**config.mk**
```make
export PLATFORM = sky130hd
export DESIGN_NAME = focus_window_stats
export DESIGN_NICKNAME = d
export VERILOG_FILES = /design/src/rtl/focus_window_stats_pkg.sv /design/src/rtl/focus_window_stats_grad_pipe.sv /design/src/rtl/focus_window_stats.sv
export SDC_FILE = /design/constraint.sdc
export NUM_CORES = 1
export LEC_CHECK = 0
export BUFFER_PORTS_ARGS = -buffer_cell sky130_fd_sc_hd__buf_2
export CORE_ASPECT_RATIO = 1.2
export CORE_MARGIN = 1
export CORE_UTILIZATION = 59
export CTS_BUF_LIST = sky130_fd_sc_hd__clkbuf_16
export DETAILED_ROUTE_END_ITERATION = 10
export GPL_TIMING_DRIVEN = 0
export PLACE_DENSITY_LB_ADDON = 0.08
export SLEW_MARGIN = 0
export SYNTH_ARGS = -nofsm -noshare
export SYNTH_HDL_FRONTEND = slang
export SYNTH_SLANG_ARGS = --single-unit
```
**constraint.sdc**
```tcl
create_clock -name CLK -period 5.3 [get_ports CLK]
set_clock_uncertainty 0.2 [all_clocks]
set_input_delay 1.06 -clock CLK [delete_from_list [all_inputs] [get_ports CLK]]
set_output_delay 1.06 -clock CLK [all_outputs]
set_load 0.005 [all_outputs]
```
**src/rtl/focus_window_stats_pkg.sv**
```systemverilog
// Shared types and helpers for the auto-focus window statistics block.
package focus_window_stats_pkg;

  typedef enum logic {
    WAIT_SYNC = 1'b0,
    RUN       = 1'b1
  } state_e;

  // Wide working width for the saturating helpers; callers use w <= 62.
  localparam int unsigned ARITH_W = 64;

  function automatic logic [ARITH_W-1:0] max_of(input int unsigned w);
    return (ARITH_W'(1) << w) - ARITH_W'(1);
  endfunction

  function automatic logic [ARITH_W-1:0] sat_add(input logic [ARITH_W-1:0] a,
                                                 input logic [ARITH_W-1:0] b,
                                                 input int unsigned        w);
    logic [ARITH_W-1:0] sum;
    sum = a + b;
    return (sum > max_of(w)) ? max_of(w) : sum;
  endfunction

  function automatic logic sat_hit(input logic [ARITH_W-1:0] a,
                                   input logic [ARITH_W-1:0] b,
                                   input int unsigned        w);
    return (a + b) > max_of(w);
  endfunction

endpackage

```
**src/rtl/focus_window_stats_grad_pipe.sv**
```systemverilog
// Two-stage pixel pipe: previous-pixel register, absolute horizontal gradient,
// and qualifier alignment into the accumulate stage.
module focus_window_stats_grad_pipe #(
  parameter int unsigned DATA_W = 8
) (
  input  logic              clk,
  input  logic              rst_n,
  input  logic              de_i,
  input  logic              activ_c_i,
  input  logic [DATA_W-1:0] y_i,
  output logic [DATA_W-1:0] grad_o,
  output logic [DATA_W-1:0] y_o,
  output logic              q_o
);

  logic              q_c;
  logic [DATA_W-1:0] grad_c;
  logic [DATA_W-1:0] prev_y_q;
  logic              prev_q_q;
  logic [DATA_W-1:0] grad_q;
  logic [DATA_W-1:0] y_q;
  logic              q2_q;

  assign q_c = de_i & activ_c_i;

  // Gradient is only meaningful between two consecutive qualified pixels.
  always_comb begin
    grad_c = '0;
    if (q_c && prev_q_q) begin
      grad_c = (y_i > prev_y_q) ? (y_i - prev_y_q) : (prev_y_q - y_i);
    end
  end

  always_ff @(posedge clk or negedge rst_n) begin
    if (!rst_n) begin
      prev_y_q <= '0;
      prev_q_q <= 1'b0;
      grad_q   <= '0;
      y_q      <= '0;
      q2_q     <= 1'b0;
    end else begin
      prev_y_q <= y_i;
      prev_q_q <= q_c;
      grad_q   <= grad_c;
      y_q      <= q_c ? y_i : '0;
      q2_q     <= q_c;
    end
  end

  assign grad_o = grad_q;
  assign y_o    = y_q;
  assign q_o    = q2_q;

endmodule

```
**src/rtl/focus_window_stats.sv**
```systemverilog
// Per-frame focus statistics inside the centre window, peak tracking across
// frames, and window-outline overlay onto the outgoing video.
module focus_window_stats
  import focus_window_stats_pkg::*;
#(
  parameter int unsigned       DATA_W   = 8,
  parameter int unsigned       SUM_W    = 32,
  parameter int unsigned       CNT_W    = 24,
  parameter logic [DATA_W-1:0] LINE_VAL = DATA_W'(8'hFF)
) (
  input  logic              CLK,
  input  logic              RESET_N,
  input  logic              VS,
  input  logic              DE,
  input  logic [DATA_W-1:0] Y_IN,
  input  logic              ACTIV_C,
  input  logic              LINE,
  input  logic              PEAK_CLR,
  output logic [DATA_W-1:0] Y_OUT,
  output logic              DE_OUT,
  output logic [SUM_W-1:0]  FOCUS_VAL,
  output logic [SUM_W-1:0]  LUMA_SUM,
  output logic [CNT_W-1:0]  PIX_CNT,
  output logic              OVERFLOW,
  output logic              STAT_VALID,
  output logic [SUM_W-1:0]  FOCUS_PEAK,
  output logic              NEW_PEAK
);

  logic [DATA_W-1:0] grad_w;
  logic [DATA_W-1:0] y_w;
  logic              q_w;

  focus_window_stats_grad_pipe #(.DATA_W(DATA_W)) u_grad_pipe (
    .clk       (CLK),
    .rst_n     (RESET_N),
    .de_i      (DE),
    .activ_c_i (ACTIV_C),
    .y_i       (Y_IN),
    .grad_o    (grad_w),
    .y_o       (y_w),
    .q_o       (q_w)
  );

  state_e            state_q, state_d;
  logic              rvs_q;
  logic [SUM_W-1:0]  acc_f_q, acc_f_d, acc_l_q, acc_l_d;
  logic [CNT_W-1:0]  acc_n_q, acc_n_d;
  logic              ovf_q, ovf_d;
  logic [SUM_W-1:0]  focus_val_q, focus_val_d, luma_sum_q, luma_sum_d;
  logic [CNT_W-1:0]  pix_cnt_q, pix_cnt_d;
  logic              overflow_q, overflow_d;
  logic              stat_valid_q, stat_valid_d;
  logic [SUM_W-1:0]  peak_q, peak_d;
  logic              new_peak_q, new_peak_d;
  logic [DATA_W-1:0] y_out_q;
  logic              de_out_q;

  logic              vs_rise_c;
  logic              add_c;
  logic [SUM_W-1:0]  f_nx_c, l_nx_c;
  logic [CNT_W-1:0]  n_nx_c;
  logic              ovf_nx_c;

  // Accumulator next-values including this cycle's qualified pixel.
  always_comb begin
    vs_rise_c = VS & ~rvs_q;
    add_c     = (state_q == RUN) && q_w;
    f_nx_c    = acc_f_q;
    l_nx_c    = acc_l_q;
    n_nx_c    = acc_n_q;
    ovf_nx_c  = ovf_q;
    if (add_c) begin
      f_nx_c   = SUM_W'(sat_add(ARITH_W'(acc_f_q), ARITH_W'(grad_w), SUM_W));
      l_nx_c   = SUM_W'(sat_add(ARITH_W'(acc_l_q), ARITH_W'(y_w), SUM_W));
      n_nx_c   = CNT_W'(sat_add(ARITH_W'(acc_n_q), ARITH_W'(1), CNT_W));
      ovf_nx_c = ovf_q
               | sat_hit(ARITH_W'(acc_f_q), ARITH_W'(grad_w), SUM_W)
               | sat_hit(ARITH_W'(acc_l_q), ARITH_W'(y_w), SUM_W)
               | sat_hit(ARITH_W'(acc_n_q), ARITH_W'(1), CNT_W);
    end
  end

  always_comb begin
    state_d      = state_q;
    acc_f_d      = acc_f_q;
    acc_l_d      = acc_l_q;
    acc_n_d      = acc_n_q;
    ovf_d        = ovf_q;
    focus_val_d  = focus_val_q;
    luma_sum_d   = luma_sum_q;
    pix_cnt_d    = pix_cnt_q;
    overflow_d   = overflow_q;
    stat_valid_d = 1'b0;
    new_peak_d   = 1'b0;
    peak_d       = PEAK_CLR ? '0 : peak_q;
    case (state_q)
      WAIT_SYNC: begin
        if (vs_rise_c) begin
          state_d = RUN;
          acc_f_d = '0;
          acc_l_d = '0;
          acc_n_d = '0;
          ovf_d   = 1'b0;
        end
      end
      RUN: begin
        acc_f_d = f_nx_c;
        acc_l_d = l_nx_c;
        acc_n_d = n_nx_c;
        ovf_d   = ovf_nx_c;
        if (vs_rise_c) begin
          focus_val_d  = f_nx_c;
          luma_sum_d   = l_nx_c;
          pix_cnt_d    = n_nx_c;
          overflow_d   = ovf_nx_c;
          stat_valid_d = 1'b1;
          acc_f_d      = '0;
          acc_l_d      = '0;
          acc_n_d      = '0;
          ovf_d        = 1'b0;
          // A coincident clear makes the comparison baseline zero.
          if (f_nx_c > peak_d) begin
            peak_d     = f_nx_c;
            new_peak_d = 1'b1;
          end
        end
      end
      default: state_d = WAIT_SYNC;
    endcase
  end

  always_ff @(posedge CLK or negedge RESET_N) begin
    if (!RESET_N) begin
      state_q      <= WAIT_SYNC;
      rvs_q        <= 1'b0;
      acc_f_q      <= '0;
      acc_l_q      <= '0;
      acc_n_q      <= '0;
      ovf_q        <= 1'b0;
      focus_val_q  <= '0;
      luma_sum_q   <= '0;
      pix_cnt_q    <= '0;
      overflow_q   <= 1'b0;
      stat_valid_q <= 1'b0;
      peak_q       <= '0;
      new_peak_q   <= 1'b0;
    end else begin
      state_q      <= state_d;
      rvs_q        <= VS;
      acc_f_q      <= acc_f_d;
      acc_l_q      <= acc_l_d;
      acc_n_q      <= acc_n_d;
      ovf_q        <= ovf_d;
      focus_val_q  <= focus_val_d;
      luma_sum_q   <= luma_sum_d;
      pix_cnt_q    <= pix_cnt_d;
      overflow_q   <= overflow_d;
      stat_valid_q <= stat_valid_d;
      peak_q       <= peak_d;
      new_peak_q   <= new_peak_d;
    end
  end

  // Outline overlay applies regardless of DE.
  always_ff @(posedge CLK or negedge RESET_N) begin
    if (!RESET_N) begin
      y_out_q  <= '0;
      de_out_q <= 1'b0;
    end else begin
      y_out_q  <= LINE ? LINE_VAL : Y_IN;
      de_out_q <= DE;
    end
  end

  assign Y_OUT      = y_out_q;
  assign DE_OUT     = de_out_q;
  assign FOCUS_VAL  = focus_val_q;
  assign LUMA_SUM   = luma_sum_q;
  assign PIX_CNT    = pix_cnt_q;
  assign OVERFLOW   = overflow_q;
  assign STAT_VALID = stat_valid_q;
  assign FOCUS_PEAK = peak_q;
  assign NEW_PEAK   = new_peak_q;

endmodule

```
== After elaboration in Yosys (flattened, before gate mapping) ==
Cells that the tools add are included.
Word-level totals
  bits of input ports: 15
  flip-flop bits (word level): 248
  output and inout port bits: 132
  logic and storage cells: 72
Cells by class
  reductions and logical operators: 3
  add/subtract/negate cells: 5
  equality and inequality tests: 1
  magnitude comparators: 5
  bitwise operators: 7
  muxes and demuxes: 32
Operators with widths (count)
  two-way mux 32 bit: 11
  case mux 32 bit (2 select lines): 2
  two-way mux 24 bit: 4
  adder 32 x 8 -> 33 bit: 2
  greater-than comparator 33 x 32 -> 1 bit (second input constant): 2
  case mux 24 bit (2 select lines): 1
  greater-than comparator 32 bit: 1
  two-way mux 8 bit: 4
  adder 24 x 1 -> 25 bit (second input constant): 1
  greater-than comparator 25 x 24 -> 1 bit (second input constant): 1
  subtractor 8 bit: 2
  two-way mux 1 bit: 9
  greater-than comparator 8 bit: 1
  bitwise OR 1 bit: 3
  AND 1 bit: 2
  logical AND 1 bit: 2
  inequality test 2 bit (second input constant): 1
  NOT 1 bit: 2
  case mux 1 bit (2 select lines): 1
  AND reduction 2 bit: 1

== Logic depth before layout (Yosys ltp) ==
Gate-level depths: netlist of run 1.
  word-level depth: 8
  gate-level depth with buffers: 22
  gate-level depth less buffers: 20

== Modules after synthesis ==
From an unflattened synthesis of run 1, not the netlist that was laid out.
Second synthesis, totals
  cells, all modules: 1397
  area total of the unflattened synthesis: 13071.3 um2
Modules (own cells, without submodules)
  focus_window_stats: instances 1, cells each 1231, seq. area each 5580.4 um2, area an instance 11502.3 um2
  focus_window_stats_grad_pipe: instances 1, cells each 166, seq. area each 625.6 um2, area an instance 1569.0 um2

== Least setup slack after synthesis of run 1 ==
Ideal clock, no wire load.
  kind: reg-to-reg
  start point: register u_grad_pipe.grad_q[5] (netlist: u_grad_pipe.grad_o[5])
  end point: register peak_q[12] (netlist: FOCUS_PEAK[12])
  setup time: 140 ps
  period minus slack after synthesis: 4670 ps
  buffers on the path: 2
  data required time: 4960 ps
  path slack: 630 ps
  arrival time: 4330 ps
  stages on the path, launching flop included: 21
  cell sequence: dfrtp_1 > ha_1 > o21ai_0 > a21oi_1 > a221oi_1 > nor2_1 > nand3_1 > xor2_1 > and2_1 > inv_1 > ha_1 > a21o_1 > a21o_1 > a221o_1 > a2111oi_0 > nor2_1 > a211o_1 > o311a_1 > buf_6 > buf_8 > mux2i_1
Between the ends
  longest elaborated chain between the ends: 8
Ends and longest elaborated chain
  from (decl): RTL line focus_window_stats_grad_pipe.sv:20  | logic [DATA_W-1:0] grad_q;
  from (signal assigned): RTL line focus_window_stats_grad_pipe.sv:44  | grad_q <= grad_c;
  adder 32 x 8 -> 33 bit *: RTL line focus_window_stats_pkg.sv:20  | sum = a + b;
  greater-than comparator 33 x 32 -> 1 bit: RTL line focus_window_stats_pkg.sv:21  | return (sum > max_of(w)) ? max_of(w) : sum;
  two-way mux 32 bit *: RTL line focus_window_stats_pkg.sv:21
  two-way mux 32 bit *: RTL line focus_window_stats.sv:73  | if (add_c) begin
  net f_nx_c[17]: RTL line focus_window_stats.sv:61  | logic [SUM_W-1:0] f_nx_c, l_nx_c;
  greater-than comparator 32 bit *: RTL line focus_window_stats.sv:123  | if (f_nx_c > peak_d) begin
  two-way mux 32 bit *: RTL line focus_window_stats.sv:123
  two-way mux 32 bit *: RTL line focus_window_stats.sv:112  | if (vs_rise_c) begin
  two-way mux 32 bit *: RTL line focus_window_stats.sv:97  | case (state_q)
  net peak_d[12]: RTL line focus_window_stats.sv:54  | logic [SUM_W-1:0] peak_q, peak_d;
  to (signal assigned): RTL line focus_window_stats.sv:160  | peak_q <= peak_d;
  to (decl): RTL line focus_window_stats.sv:54
Mark *: on every way through the listed nets, which the timed path passes. The rest lies on a longest branch.
A chain may end at the register's enable or synchronous reset.

== Worst setup path in the final report of run 1 ==
  start point: register u_grad_pipe.q2_q (netlist: u_grad_pipe.q_o)
  end point: register peak_q[21] (netlist: FOCUS_PEAK[21])
Between the ends
  longest elaborated chain between the ends: 6
Ends and longest elaborated chain
  from (decl): RTL line focus_window_stats_grad_pipe.sv:22  | logic q2_q;
  from (signal assigned): RTL line focus_window_stats_grad_pipe.sv:46  | q2_q <= q_c;
  logical AND 1 bit: RTL line focus_window_stats.sv:68  | add_c = (state_q == RUN) && q_w;
  two-way mux 32 bit: RTL line focus_window_stats.sv:73
  net f_nx_c[25]: RTL line focus_window_stats.sv:61
  greater-than comparator 32 bit: RTL line focus_window_stats.sv:123
  two-way mux 32 bit: RTL line focus_window_stats.sv:123
  two-way mux 32 bit: RTL line focus_window_stats.sv:112
  two-way mux 32 bit: RTL line focus_window_stats.sv:97
  net peak_d[21]: RTL line focus_window_stats.sv:54
The timed path passes the listed nets, and every way through them passes these cells.

==> reports/metrics.cfg, run 1 <==
[setup_path]
critical-path-max-stage-delay_ps = 510
crit_cells = 20
arrival_ps = 5350
reg2reg_to = FOCUS_PEAK[21]
path_buf_inv = 5
cp-endpoint = FOCUS_PEAK[21]
timing.rr.start = u_grad_pipe.q_o
critPathLaunchType = flop
cp_max_fo = 10
crit_start = u_grad_pipe.q_o
reg2reg_setup_slack_ps = 190
critPathRequiredTime_ps = 5530
crit_path_top_delay_cell = clkbuf_1
cp_top_family = simple AND/OR/NAND/NOR gates
critical_path_class = flop to flop
worstRegToRegCells = 20
path_cells = clkbuf_1 -> nand3_1 -> a211oi_1 -> a221oi_4 -> buf_12 -> nor3_1 -> nand2_1 -> mux2i_1 -> inv_1 -> ha_1 -> nand4_1 -> nor3_4 -> nand4_1 -> or3_1 -> o2111ai_1 -> a211o_1 -> o311a_1 -> buf_6 -> buf_8 -> mux2i_1
cp-end-kind = flop

[route]
drtIter0Drc = 550
first_pass_iters = 5
vias = 10500
avgRoutedWirePerCell_um = 18.4
antenna_left = 0
via_per_inst = 5.86
drt_wl_total_um = 33000
drc_errors = 0

[synth]
netlist_area_um2 = 12800
yosysTopAreaCell = dfrtp_1
synth_warnings = 0
synth.distinct_cells = 67
ys_seq_area_share_pct = 48.5
synth_flop_cell = dfrtp_1
avgSynthCellArea_um2 = 9.60
synthTopCellsByArea = dfrtp_1 (48%), ha_1 (6.3%), nor2_1 (4.0%)
synth.net_count = 1416
synth_edf_count = 0
ys_seq_elements = 248
synthArstFlopShare_pct = 100
syn_inst = 1333
synth_top_area_share_pct = 48.5

[power_and_ir_drop]
p_leak_nw = 7.56
peakVddDrop_mv = 0.324
switchingPower_mw = 1.11
power.density_nw_per_um2 = 289
power.share.sequential_pct = 47.1
power_mw = 4.29
swShare_pct = 25.9
p_comb_share_pct = 12.1
p_clk_share_pct = 40.8
intPower_mw = 3.18

[place]
dp_hpwl_um = 24000
routabilityCongestion = 0.926
post-place-ws_ps = -468
portBuffers = 146
dp_cells = 1751

[sta]
holdWs_ps = 121
slew_headroom_pct = 28.5
period_minus_slack_ps = 5110
drv_slew = 0
setup_viol = 0
finalHoldViolations = 0
fmax_mhz = 196
tightest_slew_ps = 1060
timing.final.ws_setup_ps = 186
timing.final.crit_share_pct = 96.5

[global_route]
antenna_found_initial = 0
grt_pass1_wl_um = 52700
grt_usage_pct = 30.3
first_global_vias = 10300
gr-total-overflow = 0
grt_start_max_net_pins = 125

[floorplan]
die_y_um = 163
rows = 58
initial_core_util_pct = 60.6
coreArea_um2 = 21100
fp.dieW_um = 136
dieArea_um2 = 22300
ios = 147

[cells_and_area]
fillers = 1714
drive_gt1_share_pct = 15.9
fin_nets = 1591
diodes = 0
final_cells = 1795
area_growth_pct = 16.2

[status]
outcome = complete, no violations

[clock_tree]
max-clock-path-buffers = 3
cts_buffers = 25
cts_sinks = 248
clk_latency_ps = 530
htreeDepth = 1
clk_pin_slew_ps = 70
ctsHoldBuffers = 0
cts_tree = built
cts-root-buf = clkbuf_16

[flow_run]
cap_violations = 0

[hold_path]
hold_path_class = primary input to asynchronous set/reset pin

final cells by class:
class / instances / area (um2) / area share [%]
plain buffers: 60 / 282 / 1.89
clock buffers: 25 / 626 / 4.21
clock inverters: 19 / 170 / 1.14
inverters: 73 / 274 / 1.84
multi-input cells: 951 / 6150 / 41.4
flip-flops and latches: 248 / 6210 / 41.7
well taps: 270 / 338 / 2.27
repair buffers: 149 / 816 / 5.49
cell families after synthesis:
family / synth area share (%)
AND/OR/NAND/NOR: 20.0
AO/OA/AOI/OAI: 12.9
flip-flops: 48.5
buffers and inverters: 4.34
adder cells (fa/ha/maj): 6.88
multiplexers: 4.52
XOR/XNOR: 2.87
metrics by stage:
step / setup TNS [ps] / area, um2 / utilization (%)
floorplan: 0 / 12800 / -
global placement: -354420 / 13900 / 65.7
detailed placement: -13500 / 13900 / 66.0
CTS: 0 / 14800 / 69.9
global route: -649 / 14900 / 70.4
finish: 0 / 14900 / 70.4
Yosys cell counts, types with 3 or more instances:
cell type	n
ha_1	64
nor3_1	19
buf_8	3
o22ai_1	12
nand4_1	27
dfrtp_1	248
xor2_1	25
a31o_2	5
fa_1	4
o211ai_1	3
a41o_1	4
mux2_2	6
a32o_1	3
or2_2	11
nor3b_1	3
nand2_1	134
o21ai_0	100
or3_1	9
nor2_1	138
o21a_1	5
a31oi_1	14
a21oi_1	68
xnor2_1	17
inv_1	73
buf_2	7
a21boi_0	4
a211oi_1	3
nand3_1	40
nor2b_1	10
nand2b_1	41
mux2i_1	51
and3_1	30
and2_1	13
o31ai_1	9
clkbuf_1	47
and4_1	19
nor4_1	11
a21o_1	16
registers in the layout (all words and copies together) (netlist names):
register / count
DE_OUT: 1
LUMA_SUM: 32
u_grad_pipe.q_o: 1
Y_OUT: 8
NEW_PEAK: 1
u_grad_pipe.y_o: 8
PIX_CNT: 24
FOCUS_VAL: 32
OVERFLOW: 1
acc_n_q: 24
rvs_q: 1
STAT_VALID: 1
u_grad_pipe.grad_o: 8
ovf_q: 1
state_q: 1
acc_f_q: 32
u_grad_pipe.prev_y_q: 8
FOCUS_PEAK: 32
acc_l_q: 32
power by group through the flow:
stage	Clock, mW	Combinational (mW)	Sequential [mW]
2_1_floorplan	0	0.315	2.04
3_3_place_gp	0	0.503	2.05
3_5_place_dp	0	0.520	2.05
4_1_cts	1.78	0.524	2.02
5_1_grt	1.86	0.582	2.03
6_report	1.75	0.520	2.02
worst min-delay path by stage:
stage | start | end | depth (start not counted)
2_1_floorplan | PIX_CNT[17] | PIX_CNT[17] | 2
3_3_place_gp | FOCUS_VAL[16] | FOCUS_VAL[16] | 2
3_5_place_dp | FOCUS_VAL[21] | FOCUS_VAL[21] | 2
4_1_cts | RESET_N | FOCUS_PEAK[10] | 1
5_1_grt | RESET_N | FOCUS_VAL[11] | 1
6_report | RESET_N | FOCUS_PEAK[12] | 1
routing by layer:
layer,global-route usage (%),vias to the layer above,routed length [um],share of wire (%)
li1,-,4996,-,-
met4,10.5,0,1030,3.1
met5,0,-,0,0
met1,38.1,5110,13400,41
met3,3.79,76,1820,5.5
met2,53.6,328,16800,51
cell usage in the layout (no fill, tap or decap), types with 10 or more instances in the layout:
master and count:
nor4_1 11, nand3_1 40, xor2_1 25, a21o_1 16, and3_1 30, nor2_1 137
inv_1 74, nand2_1 133, dfrtp_1 248, clkbuf_1 45, nor3_1 17, and2_1 13
a31oi_1 14, a21oi_1 67, and4_1 19, nor2b_1 10, buf_2 152, o21ai_0 98
clkbuf_16 25, or2_2 11, nand4_1 27, mux2i_1 50, nand2b_1 41, xnor2_1 17
ha_1 64
what timing repair did:
action	in CTS	in global routing
pin swaps	0	1
setup buffers	0	1
setup endpoints to repair	33	33
gates resized for setup	10	17
Power figures use the tool's default switching activity.
==> run 2, diff against run 1 <==
--- a/config.mk
+++ b/config.mk
@@ -6,7 +6,7 @@
 export NUM_CORES = 1
 export LEC_CHECK = 0
 export BUFFER_PORTS_ARGS = -buffer_cell sky130_fd_sc_hd__buf_2
-export CORE_ASPECT_RATIO = 1.2
+export CORE_ASPECT_RATIO = 1.75
 export CORE_MARGIN = 1
 export CORE_UTILIZATION = 59
 export CTS_BUF_LIST = sky130_fd_sc_hd__clkbuf_16
==> reports/metrics.cfg, run 2 (synthesis gave the netlist of run 1 again) <==
[status]
outcome = complete, no violations  ; unchanged

[sta]
slew_headroom_pct = 4.89  ; was 28.5%
drv_slew = 0  ; unchanged
fmax_mhz = 197  ; was 196 MHz
period_minus_slack_ps = 5080  ; was 5110 ps
grt_setup_unrepaired = yes
timing.final.crit_share_pct = 95.8  ; was 96.5%
tightest_slew_ps = 1410  ; was 1060 ps
finalHoldViolations = 0  ; unchanged
setup_viol = 0  ; unchanged

[power_and_ir_drop]
power.density_nw_per_um2 = 284  ; was 289 nW/um2
power.share.sequential_pct = 47.9  ; was 47.1%
swShare_pct = 26.1  ; was 25.9%
p_clk_share_pct = 39.5  ; was 40.8%
intPower_mw = 3.12  ; was 3.18 mW
p_comb_share_pct = 12.6  ; was 12.1%
switchingPower_mw = 1.10  ; was 1.11 mW
peakVddDrop_mv = 0.278  ; was 0.324 mV
p_leak_nw = 7.58  ; was 7.56 nW
power_mw = 4.22  ; was 4.29 mW

[setup_path]
cp_max_fo = 10  ; unchanged
cp_top_family = simple AND/OR/NAND/NOR gates  ; unchanged
worstRegToRegCells = 16  ; was 20
reg2reg_to = FOCUS_PEAK[7]  ; was FOCUS_PEAK[21]
critPathLaunchType = flop  ; unchanged
critical_path_class = flop to flop  ; unchanged
cpMostUsedCell = and4_1
path_cells = and2_1 -> clkbuf_1 -> nand2_1 -> o22ai_1 -> inv_1 -> ha_1 -> and4_1 -> and4_1 -> nand4_1 -> or3_1 -> o2111ai_1 -> a211o_1 -> o311a_1 -> buf_6 -> buf_8 -> mux2i_1  ; was clkbuf_1 -> nand3_1 -> a211oi_1 -> a221oi_4 -> buf_12 -> nor3_1 -> nand2_1 -> mux2i_1 -> inv_1 -> ha_1 -> nand4_1 -> nor3_4 -> nand4_1 -> or3_1 -> o2111ai_1 -> a211o_1 -> o311a_1 -> buf_6 -> buf_8 -> mux2i_1
timing.rr.start = state_q  ; was u_grad_pipe.q_o
reg2reg_setup_slack_ps = 220  ; was 190 ps
cp-end-kind = flop  ; unchanged
arrival_ps = 5320  ; was 5350 ps
path_buf_inv = 4  ; was 5
critPathRequiredTime_ps = 5550  ; was 5530 ps
crit_path_top_delay_cell = and2_1  ; was clkbuf_1
critical-path-max-stage-delay_ps = 660  ; was 510 ps

[cells_and_area]
final_cell_area_um2 = 14900  ; about the same
diodes = 0  ; unchanged
area_growth_pct = 16.3  ; was 16.2%
final_cells = 1808  ; was 1795
mostFrequentLayoutCell = dfrtp_1  ; unchanged
drive_gt1_share_pct = 16.6  ; was 15.9%
final_cell_mix = dfrtp_1 (248), buf_2 (152), nor2_1 (137), nand2_1 (132), o21ai_0 (97)  ; was dfrtp_1 (248), buf_2 (152), nor2_1 (137), nand2_1 (133), o21ai_0 (98)
fin_nets = 1590  ; was 1591

[route]
vias = 10700  ; was 10500
drtIter0Drc = 690  ; was 550
first_pass_iters = 5  ; unchanged
drt_wl_total_um = 35900  ; was 33000 um
avgRoutedWirePerCell_um = 19.9  ; was 18.4 um
via_per_inst = 5.91  ; was 5.86
drc_errors = 0  ; unchanged
antenna_left = 0  ; unchanged

[hold_path]
hold_path_class = primary input to asynchronous set/reset pin  ; unchanged

[clock_tree]
max-clock-path-buffers = 3  ; unchanged
cts_tree = built  ; unchanged
clk_pin_slew_ps = 70  ; about the same
ctsHoldBuffers = 0  ; unchanged
cts_buffers = 24  ; was 25
htreeDepth = 1  ; unchanged
cts_sinks = 248  ; unchanged
cts-root-buf = clkbuf_16  ; unchanged
clk_latency_ps = 540  ; was 530 ps

[flow_run]
cap_violations = 0  ; unchanged

[place]
dp_hpwl_um = 27000  ; was 24000 um
portBuffers = 146  ; unchanged
dp_cells = 1769  ; was 1751
postPlaceCellArea_um2 = 14000  ; was 13900 um2
routabilityCongestion = 0.976  ; was 0.926

[global_route]
antenna_found_initial = 0  ; unchanged
grt_usage_pct = 33.2  ; was 30.3%
grt_pass1_wl_um = 56400  ; was 52700 um
first_global_vias = 11100  ; was 10300
grt_start_max_net_pins = 102  ; was 125
gr-total-overflow = 0  ; unchanged

[floorplan]
initial_core_util_pct = 60.6  ; about the same
fp.dieW_um = 113  ; was 136 um
ios = 147  ; unchanged
dieArea_um2 = 22300  ; about the same
rows = 70  ; was 58
die_y_um = 197  ; was 163 um
coreArea_um2 = 21100  ; about the same

==> run 2: cell count changes in the layout (fill, tap and decap cells not counted), moves of 2 or more <==
cell | before | now
o22ai_2 | 1 | 3
inv_1 | 74 | 76
mux2i_2 | 0 | 3
o22ai_1 | 9 | 7
clkinv_1 | 7 | 2
mux2i_1 | 50 | 48
clkinv_2 | 5 | 7
==> run 2: through the flow <==
step           setup slack (ps)  TNS, ps  hold slack (ps)  utilization [%]
3_5_place_dp               -605   -18380              265             66.1
6_report                    223        0              272             70.5
4_1_cts                    26.8        0              278             69.9
5_1_grt                   -65.5     -811              290             70.5
3_3_place_gp              -1360  -345820              255             65.8
2_1_floorplan               630        0              270                -
==> run 2: power by group through the flow <==
stage          logic, mW  clock network, mW  registers [mW]
2_1_floorplan      0.315                  0            2.04
3_3_place_gp       0.509                  0            2.05
3_5_place_dp       0.528                  0            2.05
4_1_cts            0.532               1.69            2.02
5_1_grt            0.592               1.76            2.03
6_report           0.532               1.67            2.02
==> run 2: what timing repair did <==
item                                    4_1_cts  5_1_grt
buffers inserted                              0        1
pin swaps                                     0        3
hold endpoints to repair                      0        0
endpoints found under the setup margin       33       33
resized for setup                            13       28
==> run 2: worst max path at each step <==
stage | from | to | slack [ps] | cells after the start
floorplan | u_grad_pipe.grad_o[5] | FOCUS_PEAK[12] | 630 | 20
global placement | RESET_N | LUMA_SUM[1] | -1360 | 1
detailed placement | acc_f_q[0] | FOCUS_PEAK[7] | -600 | 22
CTS | state_q | FOCUS_PEAK[18] | 30 | 18
global route | acc_f_q[8] | FOCUS_PEAK[11] | -70 | 17
finish | state_q | FOCUS_PEAK[7] | 220 | 16
==> run 2: area by class of cell <==
cell class / instances / area, um2
buffer: 60 / 283
clock buffer: 25 / 626
clock inverter: 14 / 114
fill: 1712 / 6230
inverter: 73 / 274
multi-input combinational: 951 / 6200
sequential: 248 / 6210
tap: 288 / 360
timing repair buffer: 149 / 816
==> run 2: per-layer routing <==
layer | routed length (um) | vias to the layer above | track usage, %
met5 | 0 | - | 0
met4 | 2790 | 0 | 25.0
met3 | 1410 | 143 | 3.23
met2 | 19000 | 342 | 61.8
met1 | 12700 | 5221 | 33.6
li1 | - | 4981 | -
==> run 3, diff against run 2 <==
--- a/config.mk
+++ b/config.mk
@@ -5,10 +5,12 @@
 export SDC_FILE = /design/constraint.sdc
 export NUM_CORES = 1
 export LEC_CHECK = 0
-export BUFFER_PORTS_ARGS = -buffer_cell sky130_fd_sc_hd__buf_2
+export BUFFER_PORTS_ARGS = -buffer_cell sky130_fd_sc_hd__clkbuf_2
+export CELL_PAD_IN_SITES_DETAIL_PLACEMENT = 2
+export CELL_PAD_IN_SITES_GLOBAL_PLACEMENT = 2
 export CORE_ASPECT_RATIO = 1.75
 export CORE_MARGIN = 1
-export CORE_UTILIZATION = 59
+export CORE_UTILIZATION = 37
 export CTS_BUF_LIST = sky130_fd_sc_hd__clkbuf_16
 export DETAILED_ROUTE_END_ITERATION = 10
 export GPL_TIMING_DRIVEN = 0
==> constraint.sdc (replaced) <==
create_clock -name CLK -period 5.26 [get_ports CLK]
set_clock_uncertainty 0.2 [all_clocks]
set_input_delay 1.052 -clock CLK [delete_from_list [all_inputs] [get_ports CLK]]
set_output_delay 1.052 -clock CLK [all_outputs]
set_load 0.005 [all_outputs]
==> reports/metrics.cfg, run 3 (synthesis gave the netlist of run 1 again) <==
[status]
outcome = complete, no violations  ; unchanged

[setup_path]
reg2reg_setup_slack_ps = 210  ; was 220 ps
cp-end-kind = flop  ; unchanged
timing.rr.start = acc_f_q[0]  ; was state_q
cp-endpoint = FOCUS_PEAK[2]  ; was FOCUS_PEAK[7]
cp_max_fo = 10  ; unchanged
arrival_ps = 5310  ; was 5320 ps
worstRegToRegCells = 22  ; was 16
crit_start = acc_f_q[0]  ; was state_q
reg2reg_to = FOCUS_PEAK[2]  ; was FOCUS_PEAK[7]
critPathLaunchType = flop  ; unchanged
critPathRequiredTime_ps = 5520  ; was 5550 ps
critical_path_class = flop to flop  ; unchanged

[route]
avgRoutedWirePerCell_um = 22.3  ; was 19.9 um
drt_wl_total_um = 44400  ; was 35900 um
vias = 10900  ; was 10700
via_per_inst = 5.46  ; was 5.91
first_pass_iters = 4  ; was 5
drc_errors = 0  ; unchanged
drtIter0Drc = 299  ; was 690
antenna_left = 0  ; unchanged

[place]
routabilityCongestion = 0.898  ; was 0.976
portBuffers = 146  ; unchanged
postPlaceCellArea_um2 = 14200  ; was 14000 um2
dp_cells = 1937  ; was 1769
dp_hpwl_um = 33800  ; was 27000 um

[global_route]
grt_pass1_wl_um = 69000  ; was 56400 um
grt_usage_pct = 25.9  ; was 33.2%
gr-total-overflow = 0  ; unchanged
antenna_found_initial = 0  ; unchanged
grt_start_max_net_pins = 104  ; was 102
first_global_vias = 12300  ; was 11100

[sta]
drv_slew = 0  ; unchanged
tightest_slew_ps = 1040  ; was 1410 ps
fmax_mhz = 198  ; was 197 MHz
period_minus_slack_ps = 5050  ; was 5080 ps
setup-tns-final_ps = 0  ; unchanged
holdWs_ps = 273  ; was 272 ps
timing.final.crit_share_pct = 96.1  ; was 95.8%
setup_viol = 0  ; unchanged
slew_headroom_pct = 30.0  ; was 4.89%
finalHoldViolations = 0  ; unchanged

[clock_tree]
htreeDepth = 1  ; unchanged
cts_sinks = 248  ; unchanged
clk_pin_slew_ps = 60  ; was 70 ps
cts-root-buf = clkbuf_16  ; unchanged
cts_tree = built  ; unchanged
clk_latency_ps = 560  ; was 540 ps
cts_buffers = 26  ; was 24
max-clock-path-buffers = 3  ; unchanged

[cells_and_area]
area_growth_pct = 20.0  ; was 16.3%
final_cell_area_um2 = 15400  ; was 14900 um2
mostFrequentLayoutCell = dfrtp_1  ; unchanged
final_cell_mix = dfrtp_1 (248), clkbuf_2 (148), nor2_1 (138), nand2_1 (131), o21ai_0 (95)  ; was dfrtp_1 (248), buf_2 (152), nor2_1 (137), nand2_1 (132), o21ai_0 (97)
diodes = 0  ; unchanged
final_util_pct = 45.4  ; was 70.5%
fin_nets = 1598  ; was 1590
drive_gt1_share_pct = 18.4  ; was 16.6%
final_cells = 1989  ; was 1808

[floorplan]
ios = 147  ; unchanged
fp.dieW_um = 143  ; was 113 um
die_y_um = 248  ; was 197 um
initial_core_util_pct = 37.8  ; was 60.6%
dieArea_um2 = 35400  ; was 22300 um2
rows = 89  ; was 70
coreArea_um2 = 33900  ; was 21100 um2

[power_and_ir_drop]
power.density_nw_per_um2 = 294  ; was 284 nW/um2
p_leak_nw = 7.62  ; was 7.58 nW
peakVddDrop_mv = 0.230  ; was 0.278 mV

[flow_run]
cap_violations = 0  ; unchanged

[hold_path]
hold_path_class = primary input to asynchronous set/reset pin  ; unchanged

run 3: cell count changes in the layout (fill, tap and decap cells not counted), sizes merged:
cell and delta:
clkinvlp +2, clkinv +1, bufinv +1, clkbuf +150, buf -142, inv +2
run 3: worst min-delay path by stage:
stage                                end  slack (ps)  cells after the start
after floorplan              PIX_CNT[17]         270                      2
after global placement     FOCUS_VAL[18]         260                      2
after detailed placement   FOCUS_VAL[22]         270                      2
after CTS                 FOCUS_PEAK[11]         290                      1
after global routing       FOCUS_VAL[11]         300                      1
final                      FOCUS_VAL[11]         270                      1
run 3: layer usage:
layer | part of all wire (%) | track usage [%] | up-vias | wire length, um
met5 | 0 | 0 | - | 0
met4 | 3.3 | 9.99 | 0 | 1470
met3 | 2.9 | 2.75 | 69 | 1300
met2 | 58 | 52.8 | 194 | 25700
met1 | 36 | 26.2 | 5581 | 16000
li1 | - | - | 5006 | -
run 3: cell type report:
type                       count  area (um2)
fill                        3744       18500
multi-input combinational    951        6320
sequential                   248        6210
timing repair buffer         155         847
clock buffer                  27         676
tap                          455         569
buffer                        60         290
inverter                      73         274
clock inverter                20         178
run 3: per-stage QoR:
step                setup WS [ps]  power (mW)
global route                -12.1        4.68
finish                        206        4.51
global placement            -2420        2.61
floorplan                     590        2.38
detailed placement           -952        2.64
CTS                          1.30        4.56
run 3: where the power goes:
group          leakage, nW  switching [mW]  internal, mW  total, mW
clock                0.438           0.818          1.08       1.90
sequential            3.34          0.0550          1.98       2.04
combinational         3.84           0.361         0.217      0.578
run 3: worst max-delay path: stages (launching register included):
cell       delay [ps]
dfrtp_1           350
ha_1              170
inv_1              60
fa_1              410
nor2b_2           180
o31a_1            230
o211a_4           230
o21a_4            200
clkbuf_8          220
nand2_4           140
o22ai_4           200
inv_1              70
ha_1              300
and4_1            260
and4_4            260
nand4_1           140
or3_1             340
o2111ai_1         110
a211o_1           130
o311a_1           170
buf_6             150
buf_8             170
mux2i_2           250
run 3: repair_timing:
item / 4_1_cts / 5_1_grt
gates resized for setup: 31 / 35
buffers inserted: 0 / 6
setup endpoints to repair: 33 / 33
hold buffers: 0 / 0
pin swaps: 0 / 7
